--- config.mk ---
export PLATFORM = sky130hd
export DESIGN_NAME = march_bist_ctrl_flat
export DESIGN_NICKNAME = d
export VERILOG_FILES = /design/src/rtl/march_bist_ctrl_if.sv /design/src/rtl/march_bist_ctrl.sv /design/src/flat_wrapper.sv
export SDC_FILE = /design/constraint.sdc
export NUM_CORES = 1
export LEC_CHECK = 0
export ABC_AREA = 1
export CORE_AREA = 2 2 63 65
export DETAILED_ROUTE_END_ITERATION = 6
export DIE_AREA = 0 0 65 67
export PLACE_DENSITY_LB_ADDON = 0.1
export SYNTH_ARGS = -nofsm -noshare
export SYNTH_HDL_FRONTEND = slang
export SYNTH_SLANG_ARGS = --single-unit
--- constraint.sdc ---
create_clock -name clk -period 4.14 [get_ports clk]
set_clock_uncertainty 0.15 [all_clocks]
set_input_delay 0.828 -clock clk [delete_from_list [all_inputs] [get_ports clk]]
set_output_delay 0.828 -clock clk [all_outputs]
set_load 0.02 [all_outputs]
--- src/rtl/march_bist_ctrl_if.sv ---
// Memory-side bus and test status of the March C- BIST controller.
// master = controller, slave = memory under test plus chip-level test logic.
interface march_bist_ctrl_if #(
  parameter int a_width = 4,
  parameter int width   = 4
);
  logic               start;
  logic               mem_read;
  logic               mem_write;
  logic [a_width-1:0] mem_address;
  logic [width-1:0]   mem_data_in;
  logic [width-1:0]   mem_data_out;
  logic               busy;
  logic               done;
  logic               fail;
  logic [a_width-1:0] fail_address;
  logic [2:0]         fail_element;
  logic [width-1:0]   fail_data;

  modport master (
    input  start, mem_data_out,
    output mem_read, mem_write, mem_address, mem_data_in,
    output busy, done, fail, fail_address, fail_element, fail_data
  );

  modport slave (
    output start, mem_data_out,
    input  mem_read, mem_write, mem_address, mem_data_in,
    input  busy, done, fail, fail_address, fail_element, fail_data
  );
endinterface

--- src/rtl/march_bist_ctrl.sv ---
// March C- BIST initiator: one registered memory op per cycle over 10N cycles, read checks one cycle behind.
// Run takes 10N+1 busy cycles; start is ignored while busy, first miscompare is captured and the run completes.
module march_bist_ctrl #(
  parameter int a_width = 4,
  parameter int width   = 4
) (
  input  logic               clk,
  input  logic               rst,
  march_bist_ctrl_if.master  bus
);

  localparam logic [a_width-1:0] ADDR_LAST = '1;

  typedef enum logic [1:0] {IDLE, RUN, FLUSH, DONE} state_t;

  state_t             r_state;
  logic [2:0]         r_elem;
  logic               r_phase;
  logic [a_width-1:0] r_addr;

  logic               r_read;
  logic               r_write;
  logic [a_width-1:0] r_mem_addr;
  logic [width-1:0]   r_mem_din;

  logic               r_busy;
  logic               r_done;
  logic               r_fail;
  logic [a_width-1:0] r_fail_addr;
  logic [2:0]         r_fail_elem;
  logic [width-1:0]   r_fail_data;

  logic               r_pend;
  logic [width-1:0]   r_exp;
  logic [a_width-1:0] r_chk_addr;
  logic [2:0]         r_chk_elem;

  logic               w_at_term;
  logic               w_last;
  logic [2:0]         w_nxt_elem;
  logic               w_nxt_phase;
  logic [a_width-1:0] w_nxt_addr;
  logic               w_nxt_wr;
  logic               w_miscmp;

  function automatic logic f_down(input logic [2:0] e);
    return (e == 3'd3) || (e == 3'd4);
  endfunction

  function automatic logic f_two_op(input logic [2:0] e);
    return (e != 3'd0) && (e != 3'd5);
  endfunction

  function automatic logic [width-1:0] f_wr_pat(input logic [2:0] e);
    return ((e == 3'd1) || (e == 3'd3)) ? {width{1'b1}} : {width{1'b0}};
  endfunction

  function automatic logic [width-1:0] f_rd_pat(input logic [2:0] e);
    return ((e == 3'd2) || (e == 3'd4)) ? {width{1'b1}} : {width{1'b0}};
  endfunction

  // Next op derived from the op currently on the bus; w_last marks the final M5 read.
  always_comb begin
    w_at_term   = f_down(r_elem) ? (r_addr == '0) : (r_addr == ADDR_LAST);
    w_nxt_elem  = r_elem;
    w_nxt_phase = 1'b0;
    w_nxt_addr  = r_addr;
    w_last      = 1'b0;
    if (f_two_op(r_elem) && !r_phase) begin
      w_nxt_phase = 1'b1;
    end else if (w_at_term) begin
      if (r_elem == 3'd5) begin
        w_last = 1'b1;
      end else begin
        w_nxt_elem = 3'(r_elem + 3'd1);
        w_nxt_addr = f_down(w_nxt_elem) ? ADDR_LAST : '0;
      end
    end else begin
      w_nxt_addr = f_down(r_elem) ? (r_addr - 1'b1) : (r_addr + 1'b1);
    end
    w_nxt_wr = (w_nxt_elem == 3'd0) || (f_two_op(w_nxt_elem) && w_nxt_phase);
    w_miscmp = r_pend && (bus.mem_data_out != r_exp);
  end

  always_ff @(posedge clk) begin
    if (rst) begin
      r_state     <= IDLE;
      r_elem      <= 3'd0;
      r_phase     <= 1'b0;
      r_addr      <= '0;
      r_read      <= 1'b0;
      r_write     <= 1'b0;
      r_mem_addr  <= '0;
      r_mem_din   <= '0;
      r_busy      <= 1'b0;
      r_done      <= 1'b0;
      r_fail      <= 1'b0;
      r_fail_addr <= '0;
      r_fail_elem <= 3'd0;
      r_fail_data <= '0;
      r_pend      <= 1'b0;
      r_exp       <= '0;
      r_chk_addr  <= '0;
      r_chk_elem  <= 3'd0;
    end else begin
      // The read on the bus this cycle is checked against data_out next cycle.
      r_pend     <= r_read;
      r_exp      <= f_rd_pat(r_elem);
      r_chk_addr <= r_mem_addr;
      r_chk_elem <= r_elem;

      if (w_miscmp && !r_fail) begin
        r_fail      <= 1'b1;
        r_fail_addr <= r_chk_addr;
        r_fail_elem <= r_chk_elem;
        r_fail_data <= bus.mem_data_out;
      end

      case (r_state)
        IDLE, DONE: begin
          if (bus.start) begin
            r_state     <= RUN;
            r_busy      <= 1'b1;
            r_done      <= 1'b0;
            r_fail      <= 1'b0;
            r_fail_addr <= '0;
            r_fail_elem <= 3'd0;
            r_fail_data <= '0;
            r_elem      <= 3'd0;
            r_phase     <= 1'b0;
            r_addr      <= '0;
            r_read      <= 1'b0;
            r_write     <= 1'b1;
            r_mem_addr  <= '0;
            r_mem_din   <= '0;
          end
        end
        RUN: begin
          if (w_last) begin
            r_state    <= FLUSH;
            r_read     <= 1'b0;
            r_write    <= 1'b0;
            r_mem_addr <= '0;
            r_mem_din  <= '0;
          end else begin
            r_elem     <= w_nxt_elem;
            r_phase    <= w_nxt_phase;
            r_addr     <= w_nxt_addr;
            r_read     <= !w_nxt_wr;
            r_write    <= w_nxt_wr;
            r_mem_addr <= w_nxt_addr;
            r_mem_din  <= w_nxt_wr ? f_wr_pat(w_nxt_elem) : '0;
          end
        end
        FLUSH: begin
          r_state <= DONE;
          r_busy  <= 1'b0;
          r_done  <= 1'b1;
        end
        default: r_state <= IDLE;
      endcase
    end
  end

  assign bus.mem_read     = r_read;
  assign bus.mem_write    = r_write;
  assign bus.mem_address  = r_mem_addr;
  assign bus.mem_data_in  = r_mem_din;
  assign bus.busy         = r_busy;
  assign bus.done         = r_done;
  assign bus.fail         = r_fail;
  assign bus.fail_address = r_fail_addr;
  assign bus.fail_element = r_fail_elem;
  assign bus.fail_data    = r_fail_data;

endmodule
--- src/flat_wrapper.sv ---
// flat-port wrapper written by rule: the top's interface ports become plain ports
module march_bist_ctrl_flat 
#(
  parameter int a_width = 4,
  parameter int width   = 4
)
  (clk, rst, bus_start, bus_mem_data_out, bus_mem_read, bus_mem_write, bus_mem_address, bus_mem_data_in, bus_busy, bus_done, bus_fail, bus_fail_address, bus_fail_element, bus_fail_data);
  march_bist_ctrl_if #(.a_width(a_width), .width(width)) bus_i ();
  input  logic clk;
  input  logic rst;
  input wire logic [$bits(bus_i.start)-1:0] bus_start;
  input wire logic [$bits(bus_i.mem_data_out)-1:0] bus_mem_data_out;
  output wire logic [$bits(bus_i.mem_read)-1:0] bus_mem_read;
  output wire logic [$bits(bus_i.mem_write)-1:0] bus_mem_write;
  output wire logic [$bits(bus_i.mem_address)-1:0] bus_mem_address;
  output wire logic [$bits(bus_i.mem_data_in)-1:0] bus_mem_data_in;
  output wire logic [$bits(bus_i.busy)-1:0] bus_busy;
  output wire logic [$bits(bus_i.done)-1:0] bus_done;
  output wire logic [$bits(bus_i.fail)-1:0] bus_fail;
  output wire logic [$bits(bus_i.fail_address)-1:0] bus_fail_address;
  output wire logic [$bits(bus_i.fail_element)-1:0] bus_fail_element;
  output wire logic [$bits(bus_i.fail_data)-1:0] bus_fail_data;
  assign bus_i.start = bus_start;
  assign bus_i.mem_data_out = bus_mem_data_out;
  assign bus_mem_read = bus_i.mem_read;
  assign bus_mem_write = bus_i.mem_write;
  assign bus_mem_address = bus_i.mem_address;
  assign bus_mem_data_in = bus_i.mem_data_in;
  assign bus_busy = bus_i.busy;
  assign bus_done = bus_i.done;
  assign bus_fail = bus_i.fail;
  assign bus_fail_address = bus_i.fail_address;
  assign bus_fail_element = bus_i.fail_element;
  assign bus_fail_data = bus_i.fail_data;
  march_bist_ctrl #(.a_width(a_width), .width(width)) u_core (.clk(clk), .rst(rst), .bus(bus_i));
endmodule
# == Word level (Yosys, flattened, before mapping) ==
# Cells that the tools add are included.
# op_classes
add_sub_neg,3
eq_ne,18
mux,51
reduce_logical,26
# ops
op,count
$mux 4,18
$mux 3,8
$pmux 4 s2,3
$mux 1,13
$eq 3x2->1 const B,4
$pmux 1 s2,5
$eq 3x3->1 const B,3
$logic_and 1x1->1,6
$ne 3x3->1 const B,2
$pmux 2 s3,1
$pmux 3 s2,1
$reduce_and 2->1,3
$reduce_bool 3->1,2
$logic_or 1x1->1,5
$add 4x1->4 const B,1
$eq 2x2->1 const B,2
$eq 4x4->1 const B,1
$logic_not 4->1,1
$mux 2,2
$ne 2x2->1 const B,2
$ne 4x4->1,1
$reduce_bool 2->1,2
$sub 4x1->4 const B,1
$add 3x1->3 const B,1
other kinds (8),10
# word_totals
reg_bits,46
inputBits,7
output_inout_bits,24
elab_cells,116

# == Depth between registers and ports, before layout ==
# Gate-level depths: netlist of run 1.
# depth
word_depth,12
mapped_depth,14
ltp_nobuf,14

# == Worst setup path before layout of run 1 ==
# OpenSTA, ideal clock, no wires.
# synth_path
path_kind,register -> register
from,reg u_core.r_elem[0]
to,reg u_core.r_addr[2]
setup_ps,129
t_arrival_ps,1941
t_required_ps,3861
slack_ps,1920
path_stages_with_launch,12
path_buffers,0
synth_period_minus_slack_ps,2220
cell_sequence,dfxtp_1 inv_1 ha_1 inv_1 nand2_1 nand2_4 fa_1 or2_2 a21oi_1 o22ai_1 nand2_1 o31ai_2
# synth_between
elab_chain_len,9
# synth_rtl
item,line,source
"start, declared",march_bist_ctrl.sv:17,logic [2:0] r_elem;
"start signal, assigned",march_bist_ctrl.sv:146,r_elem <= w_nxt_elem;
$add 3x1->3,march_bist_ctrl.sv:75,w_nxt_elem = 3'(r_elem + 3'd1);
$eq 3x2->1 / $eq 3x3->1 (equally long branches),march_bist_ctrl.sv:47,return (e == 3'd3) || (e == 3'd4);
$logic_or 1x1->1,march_bist_ctrl.sv:47,
$mux 4,march_bist_ctrl.sv:76,w_nxt_addr = f_down(w_nxt_elem) ? ADDR_LAST : '0;
$mux 4,march_bist_ctrl.sv:72,if (r_elem == 3'd5) begin
$mux 4,march_bist_ctrl.sv:71,end else if (w_at_term) begin
$mux 4,march_bist_ctrl.sv:69,if (f_two_op(r_elem) && !r_phase) begin
$mux 4,march_bist_ctrl.sv:139,if (w_last) begin
$pmux 4 s2,march_bist_ctrl.sv:119,case (r_state)
"end signal, assigned",march_bist_ctrl.sv:148,r_addr <= w_nxt_addr;
"end, declared",march_bist_ctrl.sv:19,logic [a_width-1:0] r_addr;
# Parallel ways exist; a longest one is shown, timed or not. The select of a mux whose other input is x is not followed.
# A chain may end at the register's enable or synchronous reset.

# == Worst setup path in the final report of run 1 ==
# layout_path
from,in bus_start
to,reg u_core.r_addr[1]
# layout_between
elab_chain_len,2
# layout_rtl
item,line,source
"start, declared",flat_wrapper.sv:11,input wire logic [$bits(bus_i.start)-1:0] bus_start;
$ne 2x2->1 (no line),--,
$reduce_and 3->1 (no line),--,
# No other way between the ends.

==> implementation parameters, run 1 <==
Parameter                              Value

Run status
  Outcome ... complete, no violations

Placed design
  IO Port Bufs ... 30
  Weighted congestion reported at the end of routability-driven placement ... 0.796
  Post-DP HPWL ... 3110 um
  Setup slack at placement ... 1.33 ns

STA
  Relative slew slack ... 46.5%
  Count of final setup violators ... 0
  FMAX ... 0.387 GHz
  Final Cycle Share ... 62.4%
  Unrepaired setup endpoints after global routing ... false
  Final slew viol count ... 0
  Minimum setup slack in the final design ... 1.56 ns
  Measured slew at the worst slew-check pin ... 0.803 ns
  Total Neg Setup Slack ... 0 ns
  Final hold vios ... 0
  Final worst path period need ... 2.58 ns

Logic synthesis
  Mean post-synth cell area ... 7.67 um^2
  Sequential share of the synthesized area ... 39.3%
  Syn Std Cell Area ... 2040 um^2
  Synthesized instance count ... 266
  Top FF cell, synth ... dfxtp_1
  Share of the synthesized area in the top cell type ... 39.3%
  YS warnings ... 0
  Net count after synthesis ... 284
  Top post-synthesis cells by area ... dfxtp_1 39%, nand2_1 8.7%, inv_1 7.4%
  Post-synthesis async set-or-reset flop share ... 0%
  Distinct cell type count of the synthesized netlist ... 35
  Register bit total from synthesis ... 40
  Most area-hungry cell type in the Yosys netlist ... dfxtp_1
  Post-synth EDFFs ... 0

Clocking
  Skew-Pair Late Insertion Delay ... 0.29 ns
  Number of resized instances in the post-cts repair step ... 0
  Clock Sink Count ... 40
  Cts-stage hold buffer count ... 0
  Post-CTS clock slew at the launch and capture registers of the worst setup and hold paths ... 0.08 ns
  Number of CTS-inserted buffers ... 5
  Clock tree from TritonCTS ... done
  Deepest level of the CTS H-tree ... 2
  Master cell of the clock root buffer ... clkbuf_8
  Max Root-Sink Buffers ... 2
  Number of post-CTS setup repair buffers ... 0

Floorplanning
  Chip width ... 65 um
  Placement row count ... 22
  Number of ports placed on the die boundary ... 31
  Die area ... 4360 um^2
  Core outline area ... 3610 um^2
  Starting utilization of the core area ... 56.6%
  Height of the die ... 67 um

Hold path
  Path category of the worst min-delay check ... flop to flop

Setup path
  Worst Setup Start Kind ... input port
  Data required time at the worst endpoint ... 4.18 ns
  Largest fanout of any net on the critical path ... 8
  Signal arrival time at the worst endpoint ... 2.62 ns
  Worst Setup End Kind ... flop
  WS Path Type ... input port to flop

Global route
  Largest net degree at the start of global routing ... 22
  Number of global-route vias before repair ... 1539
  Global-route wire length before repair ... 6840 um
  GR Util All Layers ... 20.4%
  Total grt overflow ... 0
  Initial antenna violation count ... 0

Finish
  ANT cells ... 0
  Proportion of layout cells with a drive suffix above 1 ... 11.8%
  Area Growth Syn to Fin ... 21.0%
  Nets ... 313

Power and ir drop
  P_leak ... 1.05 nW
  Pwr dens ... 451 nW/um^2
  Power after layout ... 1.11 mW
  Maximum resistive drop on vdd ... 0.385 mV

Routing
  Total length of routed wires ... 4070 um
  Number of vias per cell after detailed routing ... 4.92
  Number of search-and-repair iterations in the first detailed-routing pass ... 4
  Count of antenna-violating nets left after detailed routing ... 0
  Post-route DRC violation count ... 0
  Vias after detailed routing ... 1694
  Wire length per cell after detailed routing ... 11.8 um
  Starting DRC count in detailed routing ... 84

Job
  Count of maximum capacitance violations ... 0
## power breakdown
| part | leakage (nW) | internal [mW] | switching [mW] | total, mW |
|---|---|---|---|---|
| clock network | 0.0552 | 0.179 | 0.129 | 0.308 |
| logic | 0.674 | 0.131 | 0.224 | 0.355 |
| registers | 0.324 | 0.425 | 0.0270 | 0.452 |
## final timing paths
path	from	end	slack (ns)	cells after the start
worst min-delay path	u_core.bus.mem_address[3]$_SDFFE_PP0P_	u_core.r_chk_addr[3]$_SDFF_PP0_	0.29	2
worst max-delay path	bus_start	u_core.r_addr[1]$_SDFFE_PP0P_	1.56	8
worst max register to register	u_core.r_elem[0]$_SDFFE_PP0P_	u_core.r_addr[2]$_SDFFE_PP0P_	1.71	11
worst min register to register	u_core.bus.mem_address[3]$_SDFFE_PP0P_	u_core.r_chk_addr[3]$_SDFF_PP0_	0.29	2
## flip-flops by register name, summed over array words and instances, names as in the netlist
register,cells
u_core.r_addr,4
u_core.bus.mem_write,1
u_core.bus.fail_element,3
u_core.bus.done,1
u_core.r_exp,1
u_core.bus.fail,1
u_core.r_pend,1
u_core.bus.mem_address,4
u_core.bus.mem_data_in,1
u_core.r_state,2
u_core.r_elem,3
u_core.r_chk_elem,3
u_core.bus.fail_address,4
u_core.bus.mem_read,1
u_core.r_chk_addr,4
u_core.r_phase,1
u_core.bus.fail_data,4
u_core.bus.busy,1
## logic make-up (layout without fill, tap and decap cells)
group / after synthesis / in the layout / synth area share, %
adder cells (fa/ha/maj): 11 / 11 / 7.12
AND/OR/NAND/NOR: 113 / 113 / 26.7
multiplexers: 1 / 1 / 0.491
buffers and inverters: 54 / 84 / 10.7
flip-flops: 40 / 40 / 39.3
XOR/XNOR: 1 / 1 / 0.430
AO/OA/AOI/OAI: 46 / 46 / 15.3
## critical path, stage by stage
cell,delay (ns)
clkdlybuf4s50_1,0.43
nand2_2,0.11
inv_1,0.05
a21oi_1,0.62
inv_2,0.13
o21ai_4,0.13
inv_2,0.11
o31ai_2,0.21
## cells in the mapped netlist (2+ instances only)
cell type  number
dfxtp_1        40
nor2_1         36
nand2_4         5
buf_4           3
nand2_1        47
nand4_1         3
buf_1           3
nand2_2         3
clkbuf_1        2
o22ai_1         2
o31ai_2         4
inv_2           4
inv_1          40
a21oi_1        10
nand3_2         2
nand3_1        10
nor2_4          3
a211oi_1       10
o21ai_0        14
ha_1           10
## cell type report
type                    instances  area [um^2]
inverters                      45          171
multi-input cells             172         1020
clock buffers                   6         72.6
clock inverters                 2         35.0
flip-flops and latches         40          801
repair buffers                 31          308
well taps                      48         60.1
fillers                       312         1140
## through the flow
| stage | util, % | hold WS [ns] | cell area [um^2] | std cells |
|---|---|---|---|---|
| 6_report | 68.5 | 0.289 | 2470 | 344 |
| 2_1_floorplan | - | 0.280 | 2040 | 266 |
| 4_1_cts | 68.5 | 0.290 | 2470 | 344 |
| 3_5_place_dp | 65.5 | 0.277 | 2360 | 336 |
| 3_3_place_gp | 65.5 | 0.279 | 2360 | 336 |
| 5_1_grt | 68.5 | 0.305 | 2470 | 344 |
## metal layers
| layer | track usage, % | wire length [um] | vias to the layer above |
|---|---|---|---|
| met1 | 26.3 | 1960 | 747 |
| met4 | 5.85 | 27 | 0 |
| met3 | 4.56 | 186 | 4 |
| met5 | 0 | 0 | - |
| met2 | 34.1 | 1900 | 40 |
| li1 | - | - | 903 |
## layout by cell type, fill, tap and decap left out, drive strengths merged, types with 3 or more instances in the layout
cell type / count
nand4: 3
a211oi: 10
inv: 45
o21ai: 17
clkbuf: 6
dfxtp: 40
nor2: 39
a21oi: 10
clkdlybuf4s50: 30
nand3: 12
o31ai: 4
ha: 10
nand2: 55
(Power assumes the default switching activity.)
==> inputs of run 2 (changes only) <==
--- a/config.mk
+++ b/config.mk
@@ -6,9 +6,9 @@
 export NUM_CORES = 1
 export LEC_CHECK = 0
 export ABC_AREA = 1
-export CORE_AREA = 2 2 63 65
+export CORE_AREA = 2 2 66 68
 export DETAILED_ROUTE_END_ITERATION = 6
-export DIE_AREA = 0 0 65 67
+export DIE_AREA = 0 0 68 70
 export PLACE_DENSITY_LB_ADDON = 0.1
 export SYNTH_ARGS = -nofsm -noshare
 export SYNTH_HDL_FRONTEND = slang
==> constraint.sdc (replaced) <==
create_clock -name clk -period 2.5 [get_ports clk]
set_clock_uncertainty 0.15 [all_clocks]
set_input_delay 0.5 -clock clk [delete_from_list [all_inputs] [get_ports clk]]
set_output_delay 0.5 -clock clk [all_outputs]
set_load 0.02 [all_outputs]
==> run 2 against run 1 <==
- worst setup slack worse by 1.3 ns
- register-to-register slack worse by 1.5 ns
- core utilization is 7.9 points lower
- non-clock buffer count is 4 higher
- clock power is 70% higher
- cell area is 1.7% higher
- total power is 68% higher
- clock-buffer cell count is 1 lower
- die area is 9.3% higher
- wire length is 2.9% lower
- largest cell class unchanged
==> implementation parameters, run 2 (same netlist as run 1, synthesis figures left out) <==
Parameter                              Value

Global route
  Global-route wire length before repair ... 6870 um (+0.51%)
  Initial antenna violation count ... 0 (unchanged)
  GR Util All Layers ... 18.6% (-1.8 points)
  Total grt overflow ... 0 (unchanged)
  Largest net degree at the start of global routing ... 17 (-23%)
  Number of global-route vias before repair ... 1564 (+1.6%)

Floorplanning
  Placement row count ... 24 (+9.1%)
  Starting utilization of the core area ... 49.2% (-7.3 points)
  Height of the die ... 70 um (+4.5%)
  Number of ports placed on the die boundary ... 31 (unchanged)
  Core outline area ... 4140 um^2 (+15%)
  Die area ... 4760 um^2 (+9.3%)
  Chip width ... 68 um (+4.6%)

Setup path
  Largest incremental delay on the critical path ... 0.37 ns (-0.25 ns)
  Internal reg-to-reg setup slack ... 0.22 ns (-1.49 ns)
  Worst Setup Start Kind ... flop
  WS Path Type ... flop to flop
  Capture point of the worst reg-to-reg path ... u_core.r_addr[2]$_SDFFE_PP0P_
  Beginning of the worst register-to-register path ... u_core.r_elem[1]$_SDFFE_PP0P_
  Signal arrival time at the worst endpoint ... 2.32 ns (-0.30 ns)
  Crit path launch ... u_core.r_elem[1]$_SDFFE_PP0P_
  Largest fanout of any net on the critical path ... 5 (-3)
  Slowest stage cell, crit path ... fa_1
  Data required time at the worst endpoint ... 2.54 ns (-1.64 ns)
  Number of buffer and inverter stages on the critical path ... 2 (-2)
  Critical-path cell list ... inv_1 -> ha_1 -> inv_1 -> nand2_1 -> nand2_4 -> fa_1 -> or2_2 -> a21oi_1 -> o22ai_1 -> nand2_1 -> o31ai_2
  Depth of the most critical reg-to-reg path ... 11 (unchanged)
  Family of cells with the greatest summed delay on the critical path ... adder cells
  Worst Setup End Kind ... flop

STA
  Final Cycle Share ... 91.2%
  Unrepaired setup endpoints after global routing ... false
  Relative slew slack ... 71.8% (+25 points)
  Final worst path period need ... 2.28 ns
  Measured slew at the worst slew-check pin ... 0.422 ns (-0.381 ns)
  Final hold vios ... 0 (unchanged)
  Final slew viol count ... 0 (unchanged)
  FMAX ... 0.438 GHz
  Minimum setup slack in the final design ... 0.219 ns (-1.34 ns)
  Total Neg Setup Slack ... 0 ns (unchanged)
  Count of final setup violators ... 0 (unchanged)

Routing
  Count of antenna-violating nets left after detailed routing ... 0 (unchanged)
  Vias after detailed routing ... 1677 (-1.0%)
  Wire length per cell after detailed routing ... 11.2 um (-5.1%)
  Number of vias per cell after detailed routing ... 4.76 (-3.3%)
  Number of search-and-repair iterations in the first detailed-routing pass ... 4 (unchanged)
  Starting DRC count in detailed routing ... 109 (+30%)
  Post-route DRC violation count ... 0 (unchanged)
  Total length of routed wires ... 3960 um (-2.9%)

Hold path
  Number of instances on the worst hold path ... 2 (unchanged)
  Hold wc startpoint ... u_core.bus.mem_read$_SDFFE_PP0P_
  Path category of the worst min-delay check ... flop to flop
  Endpoint of the worst hold-timing path ... u_core.r_pend$_SDFF_PP0_

Finish
  Post-layout instance count excluding filler cells ... 352 (+2.3%)
  Nets ... 317 (+1.3%)
  ANT cells ... 0 (unchanged)
  Most used cells in the layout excluding fill and tap cells ... 47 x nand2_1, 39 x inv_1, 38 x dfxtp_1, 36 x nor2_1, 30 x clkdlybuf4s50_1
  Proportion of layout cells with a drive suffix above 1 ... 14.3% (+2.5 points)
  Filler cell count in the final layout ... 390 (+25%)
  Utilization after layout ... 60.6% (-7.9 points)
  Most frequent standard cell in the layout excluding fill and tap cells ... nand2_1
  Area Growth Syn to Fin ... 23.1%

Clocking
  Max Root-Sink Buffers ... 2 (unchanged)
  Clock tree from TritonCTS ... done
  Master cell of the clock root buffer ... clkbuf_8
  Deepest level of the CTS H-tree ... 2 (unchanged)
  Skew-Pair Late Insertion Delay ... 0.29 ns (about the same)
  Post-CTS clock slew at the launch and capture registers of the worst setup and hold paths ... 0.09 ns (about the same)
  Clock Sink Count ... 40 (unchanged)
  Number of CTS-inserted buffers ... 5 (unchanged)
  Cts-stage hold buffer count ... 0 (unchanged)
  Number of post-CTS setup repair buffers ... 0 (unchanged)

Power and ir drop
  Power after layout ... 1.87 mW (+68%)
  Pwr dens ... 747 nW/um^2 (+65%)
  Maximum resistive drop on vdd ... 0.440 mV (+14%)
  P_leak ... 1.07 nW (+1.7%)

Placed design
  Setup slack at placement ... 0.134 ns (-1.19 ns)
  Cell count after placement ... 344 (+2.4%)
  Weighted congestion reported at the end of routability-driven placement ... 0.924 (+16%)
  IO Port Bufs ... 30 (unchanged)
  Post-DP HPWL ... 3010 um (-3.3%)

Job
  Count of maximum capacitance violations ... 0 (unchanged)

Run status
  Outcome ... complete, no violations
[run 2: cell count changes in the layout (fill, tap and decap cells not counted), sizes merged]
| cell | previous run | this run |
|---|---|---|
| clkbuf | 6 | 5 |
| clkinvlp | 0 | 1 |
| buf | 1 | 5 |
[run 2: repair_timing]
item,in CTS,in global routing
endpoints found under the setup margin,0,4
resized for setup,0,3
hold endpoints to repair,0,0
[run 2: worst max path at each step]
stage               cells after the start                            end
floorplan                              11  u_core.r_addr[2]$_SDFFE_PP0P_
global placement                       11  u_core.r_addr[2]$_SDFFE_PP0P_
detailed placement                     11  u_core.r_addr[2]$_SDFFE_PP0P_
CTS                                    11  u_core.r_addr[2]$_SDFFE_PP0P_
global route                           11  u_core.r_addr[2]$_SDFFE_PP0P_
finish                                 11  u_core.r_addr[2]$_SDFFE_PP0P_
[run 2: area by class of cell]
type | count | area [um^2] | share of cell area, %
clock inverters | 3 | 42.5 | 1.69
well taps | 52 | 65.1 | 2.59
inverters | 45 | 171 | 6.83
repair buffers | 35 | 338 | 13.5
multi-input cells | 172 | 1020 | 40.7
flip-flops and latches | 40 | 803 | 32.0
clock buffers | 5 | 68.8 | 2.74
[run 2: report_power, final]
part / switching [mW] / internal [mW]
clock: 0.230 / 0.295
sequential: 0.0441 / 0.703
combinational: 0.372 / 0.230
[run 2: worst register-to-register path, delay by kind of cell (launching register included)]
kind / cells / cell delay [ns]
simple gates: 4 / 0.58
buf+inv: 2 / 0.19
compound gates: 3 / 0.30
flops: 1 / 0.35
fa+ha+maj: 2 / 0.63
[run 2: layer usage]
layer  share of wire [%]  up-vias  global-route usage [%]
met5                   0        -                       0
li1                    -      912                       -
met4                 1.4        0                    7.33
met1                  51      721                    26.3
met3                 5.5        6                    4.67
met2                  42       38                    26.9
[run 2: stage by stage]
stage | hold slack [ns] | cell area (um^2)
2_1_floorplan | 0.280 | 2040
3_3_place_gp | 0.275 | 2400
3_5_place_dp | 0.278 | 2400
4_1_cts | 0.289 | 2510
5_1_grt | 0.295 | 2510
6_report | 0.293 | 2510
==> inputs of run 3 (changes only) <==
--- a/config.mk
+++ b/config.mk
@@ -6,9 +6,9 @@
 export NUM_CORES = 1
 export LEC_CHECK = 0
 export ABC_AREA = 1
-export CORE_AREA = 2 2 66 68
+export CORE_AREA = 8 8 72 74
 export DETAILED_ROUTE_END_ITERATION = 6
-export DIE_AREA = 0 0 68 70
+export DIE_AREA = 0 0 80 82
 export PLACE_DENSITY_LB_ADDON = 0.1
 export SYNTH_ARGS = -nofsm -noshare
 export SYNTH_HDL_FRONTEND = slang
==> run 3 against run 2 <==
- total power is 0.42% lower
- sequential power hardly changed
- cell count is 0.57% higher
- critical path type unchanged
- critical endpoint unchanged
- first-iteration DRC count is 14% lower
- critical path depth stayed put
==> implementation parameters, run 3 (same netlist as run 1, synthesis figures left out) <==
Parameter                              Value

Finish
  ANT cells ... 0 (unchanged)
  Nets ... 319 (+0.63%)
  Utilization after layout ... 60.8% (+0.27 points)
  Most frequent standard cell in the layout excluding fill and tap cells ... nand2_1
  Filler cell count in the final layout ... 373 (-4.4%)
  Proportion of layout cells with a drive suffix above 1 ... 14.2% (-0.095 points)
  Most used cells in the layout excluding fill and tap cells ... 47 x nand2_1, 40 x inv_1, 38 x dfxtp_1, 36 x nor2_1, 30 x clkdlybuf4s50_1
  Area Growth Syn to Fin ... 23.6%

Clocking
  Post-CTS clock slew at the launch and capture registers of the worst setup and hold paths ... 0.08 ns (about the same)
  Clock Sink Count ... 40 (unchanged)
  Deepest level of the CTS H-tree ... 2 (unchanged)
  Master cell of the clock root buffer ... clkbuf_8
  Max Root-Sink Buffers ... 2 (unchanged)
  Number of post-CTS setup repair buffers ... 0 (unchanged)
  Number of CTS-inserted buffers ... 5 (unchanged)
  Skew-Pair Late Insertion Delay ... 0.29 ns (about the same)
  Clock tree from TritonCTS ... done

Placed design
  IO Port Bufs ... 30 (unchanged)
  Post-DP HPWL ... 3240 um (+7.8%)
  Weighted congestion reported at the end of routability-driven placement ... 0.957 (+3.6%)

Routing
  Post-route DRC violation count ... 0 (unchanged)
  Starting DRC count in detailed routing ... 94 (-14%)
  Total length of routed wires ... 4120 um (+4.2%)
  Number of vias per cell after detailed routing ... 4.83 (+1.3%)
  Wire length per cell after detailed routing ... 11.6 um (+3.6%)
  Number of search-and-repair iterations in the first detailed-routing pass ... 5 (+1)
  Count of antenna-violating nets left after detailed routing ... 0 (unchanged)
  Vias after detailed routing ... 1709 (+1.9%)

Setup path
  Worst Setup Start Kind ... flop
  Worst Setup End Kind ... flop
  WS Path Type ... flop to flop
  Internal reg-to-reg setup slack ... 0.23 ns (about the same)
  Number of buffer and inverter stages on the critical path ... 2 (unchanged)
  Largest fanout of any net on the critical path ... 5 (unchanged)
  Beginning of the worst register-to-register path ... u_core.r_elem[1]$_SDFFE_PP0P_
  Number of logic stages on the critical path including buffering ... 11 (unchanged)
  Critical-path cell list ... inv_1 -> ha_1 -> inv_1 -> nand2_1 -> nand2_4 -> fa_1 -> or2_2 -> a21oi_1 -> o22ai_1 -> nand2_1 -> o31ai_2
  Depth of the most critical reg-to-reg path ... 11 (unchanged)
  Family of cells with the greatest summed delay on the critical path ... adder cells
  Slowest stage cell, crit path ... fa_1
  Data required time at the worst endpoint ... 2.53 ns (about the same)
  Largest incremental delay on the critical path ... 0.38 ns (about the same)
  Signal arrival time at the worst endpoint ... 2.30 ns (-0.02 ns)
  Capture point of the worst reg-to-reg path ... u_core.r_addr[2]$_SDFFE_PP0P_

STA
  Final worst path period need ... 2.27 ns (-0.00943 ns)
  FMAX ... 0.440 GHz (+0.42%)
  Relative slew slack ... 71.3% (-0.53 points)
  Total Neg Setup Slack ... 0 ns (unchanged)
  Count of final setup violators ... 0 (unchanged)
  Final slew viol count ... 0 (unchanged)
  Final Cycle Share ... 90.9% (-0.38 points)
  Measured slew at the worst slew-check pin ... 0.431 ns (+0.00894 ns)
  Unrepaired setup endpoints after global routing ... false
  Final hold vios ... 0 (unchanged)

Global route
  Met1 Use GR ... 18.1% (-8.2 points)
  GR Util All Layers ... 14.2% (-4.4 points)
  Global-route wire length before repair ... 7500 um (+9.1%)
  Initial antenna violation count ... 0 (unchanged)
  Number of global-route vias before repair ... 1641 (+4.9%)
  Total grt overflow ... 0 (unchanged)
  Met2 track demand over resource ... 22.5% (-4.4 points)
  Met3 capacity usage during global routing ... 4.05% (-0.62 points)
  Largest net degree at the start of global routing ... 17 (unchanged)
  Peak-usage layer in the global routing report ... met2

Floorplanning
  Starting utilization of the core area ... 49.2% (unchanged)
  Die area ... 6560 um^2 (+38%)
  Height of the die ... 82 um (+17%)
  Core outline area ... 4140 um^2 (unchanged)
  Number of ports placed on the die boundary ... 31 (unchanged)
  Placement row count ... 24 (unchanged)
  Chip width ... 80 um (+18%)

Power and ir drop
  Clock share of power ... 27.6% (-0.4 points)
  Cell internal pwr ... 1.23 mW (+0.18%)
  P_leak ... 1.08 nW (+0.90%)
  Pwr dens ... 740 nW/um^2 (-0.87%)
  Register share of total power ... 40.0% (about the same)
  Switching power as a share of total power ... 34.1% (-0.40 points)
  Maximum resistive drop on vdd ... 0.453 mV (+3.0%)
  Share of total power in combinational logic ... 32.5% (+0.4 points)
  Power dissipated by switching net loads ... 0.636 mW (-1.6%)

Hold path
  Endpoint of the worst hold-timing path ... u_core.r_chk_addr[1]$_SDFF_PP0_
  Hold wc startpoint ... u_core.bus.mem_address[1]$_SDFFE_PP0P_
  Path category of the worst min-delay check ... flop to flop
  Number of instances on the worst hold path ... 2 (unchanged)

Run status
  Outcome ... complete, no violations

Job
  Count of maximum capacitance violations ... 0 (unchanged)
[run 3: cell types whose count changed in the layout (fill, tap and decap cells not counted)]
cell        change
inv_1           +1
buf_4           +2
clkinvlp_4      -1
inv_2           -1
clkbuf_1        +1
[run 3: area by class of cell]
type                       instances  area [um^2]  share of cell area [%]
multi-input combinational        172         1020                    40.5
sequential                        40          803                    31.9
timing repair buffer              37          353                    14.0
inverter                          45          171                    6.80
clock buffer                       6         72.6                    2.88
tap                               52         65.1                    2.58
clock inverter                     2         35.0                    1.39
[run 3: what timing repair did]
item / 4_1_cts / 5_1_grt
hold endpoints to repair: 0 / 0
endpoints found under the setup margin: 0 / 2
resized for setup: 0 / 2
hold buffers: 0 / 0
[run 3: how the worst max path moves through the flow]
| stage | start | endpoint | slack (ns) |
|---|---|---|---|
| after floorplan | u_core.r_elem[0]$_SDFFE_PP0P_ | u_core.r_addr[2]$_SDFFE_PP0P_ | 0.28 |
| after global placement | u_core.r_elem[1]$_SDFFE_PP0P_ | u_core.r_addr[2]$_SDFFE_PP0P_ | 0.27 |
| after detailed placement | u_core.r_elem[1]$_SDFFE_PP0P_ | u_core.r_addr[2]$_SDFFE_PP0P_ | 0.23 |
| after CTS | u_core.r_elem[1]$_SDFFE_PP0P_ | u_core.r_addr[2]$_SDFFE_PP0P_ | 0.21 |
| after global routing | u_core.r_elem[1]$_SDFFE_PP0P_ | u_core.r_addr[3]$_SDFFE_PP0P_ | 0.04 |
| final | u_core.r_elem[1]$_SDFFE_PP0P_ | u_core.r_addr[2]$_SDFFE_PP0P_ | 0.23 |
[run 3: power groups by stage]
stage / combinational [mW] / clock [mW] / sequential [mW]
2_1_floorplan: 0.383 / 0 / 0.797
3_3_place_gp: 0.605 / 0 / 0.762
3_5_place_dp: 0.608 / 0 / 0.761
4_1_cts: 0.612 / 0.531 / 0.746
5_1_grt: 0.689 / 0.557 / 0.756
6_report: 0.606 / 0.515 / 0.746
[run 3: through the flow]
stage / power, mW / std cells / worst slack [ns] / hold slack [ns] / area [um^2]
after floorplan: 1.18 / 266 / 0.280 / 0.280 / 2040
after global placement: 1.37 / 346 / 0.269 / 0.277 / 2410
after detailed placement: 1.37 / 346 / 0.229 / 0.277 / 2410
after CTS: 1.89 / 354 / 0.208 / 0.288 / 2520
after global routing: 2.00 / 354 / 0.0392 / 0.312 / 2520
final: 1.87 / 354 / 0.229 / 0.285 / 2520
[run 3: routing by layer]
| metal | wire length [um] | up-vias |
|---|---|---|
| li1 | - | 916 |
| met1 | 2010 | 757 |
| met2 | 1780 | 30 |
| met3 | 287 | 6 |
| met4 | 53 | 0 |
| met5 | 0 | - |
[run 3: worst reg2reg max path, stage by stage, from the launching register on]
cell and delay, ns:
dfxtp_2 0.35, inv_1 0.13, ha_1 0.25, inv_1 0.06, nand2_1 0.09, nand2_4 0.08, fa_1 0.38, or2_2 0.30
a21oi_1 0.12, o22ai_1 0.09, nand2_1 0.10, o31ai_2 0.06
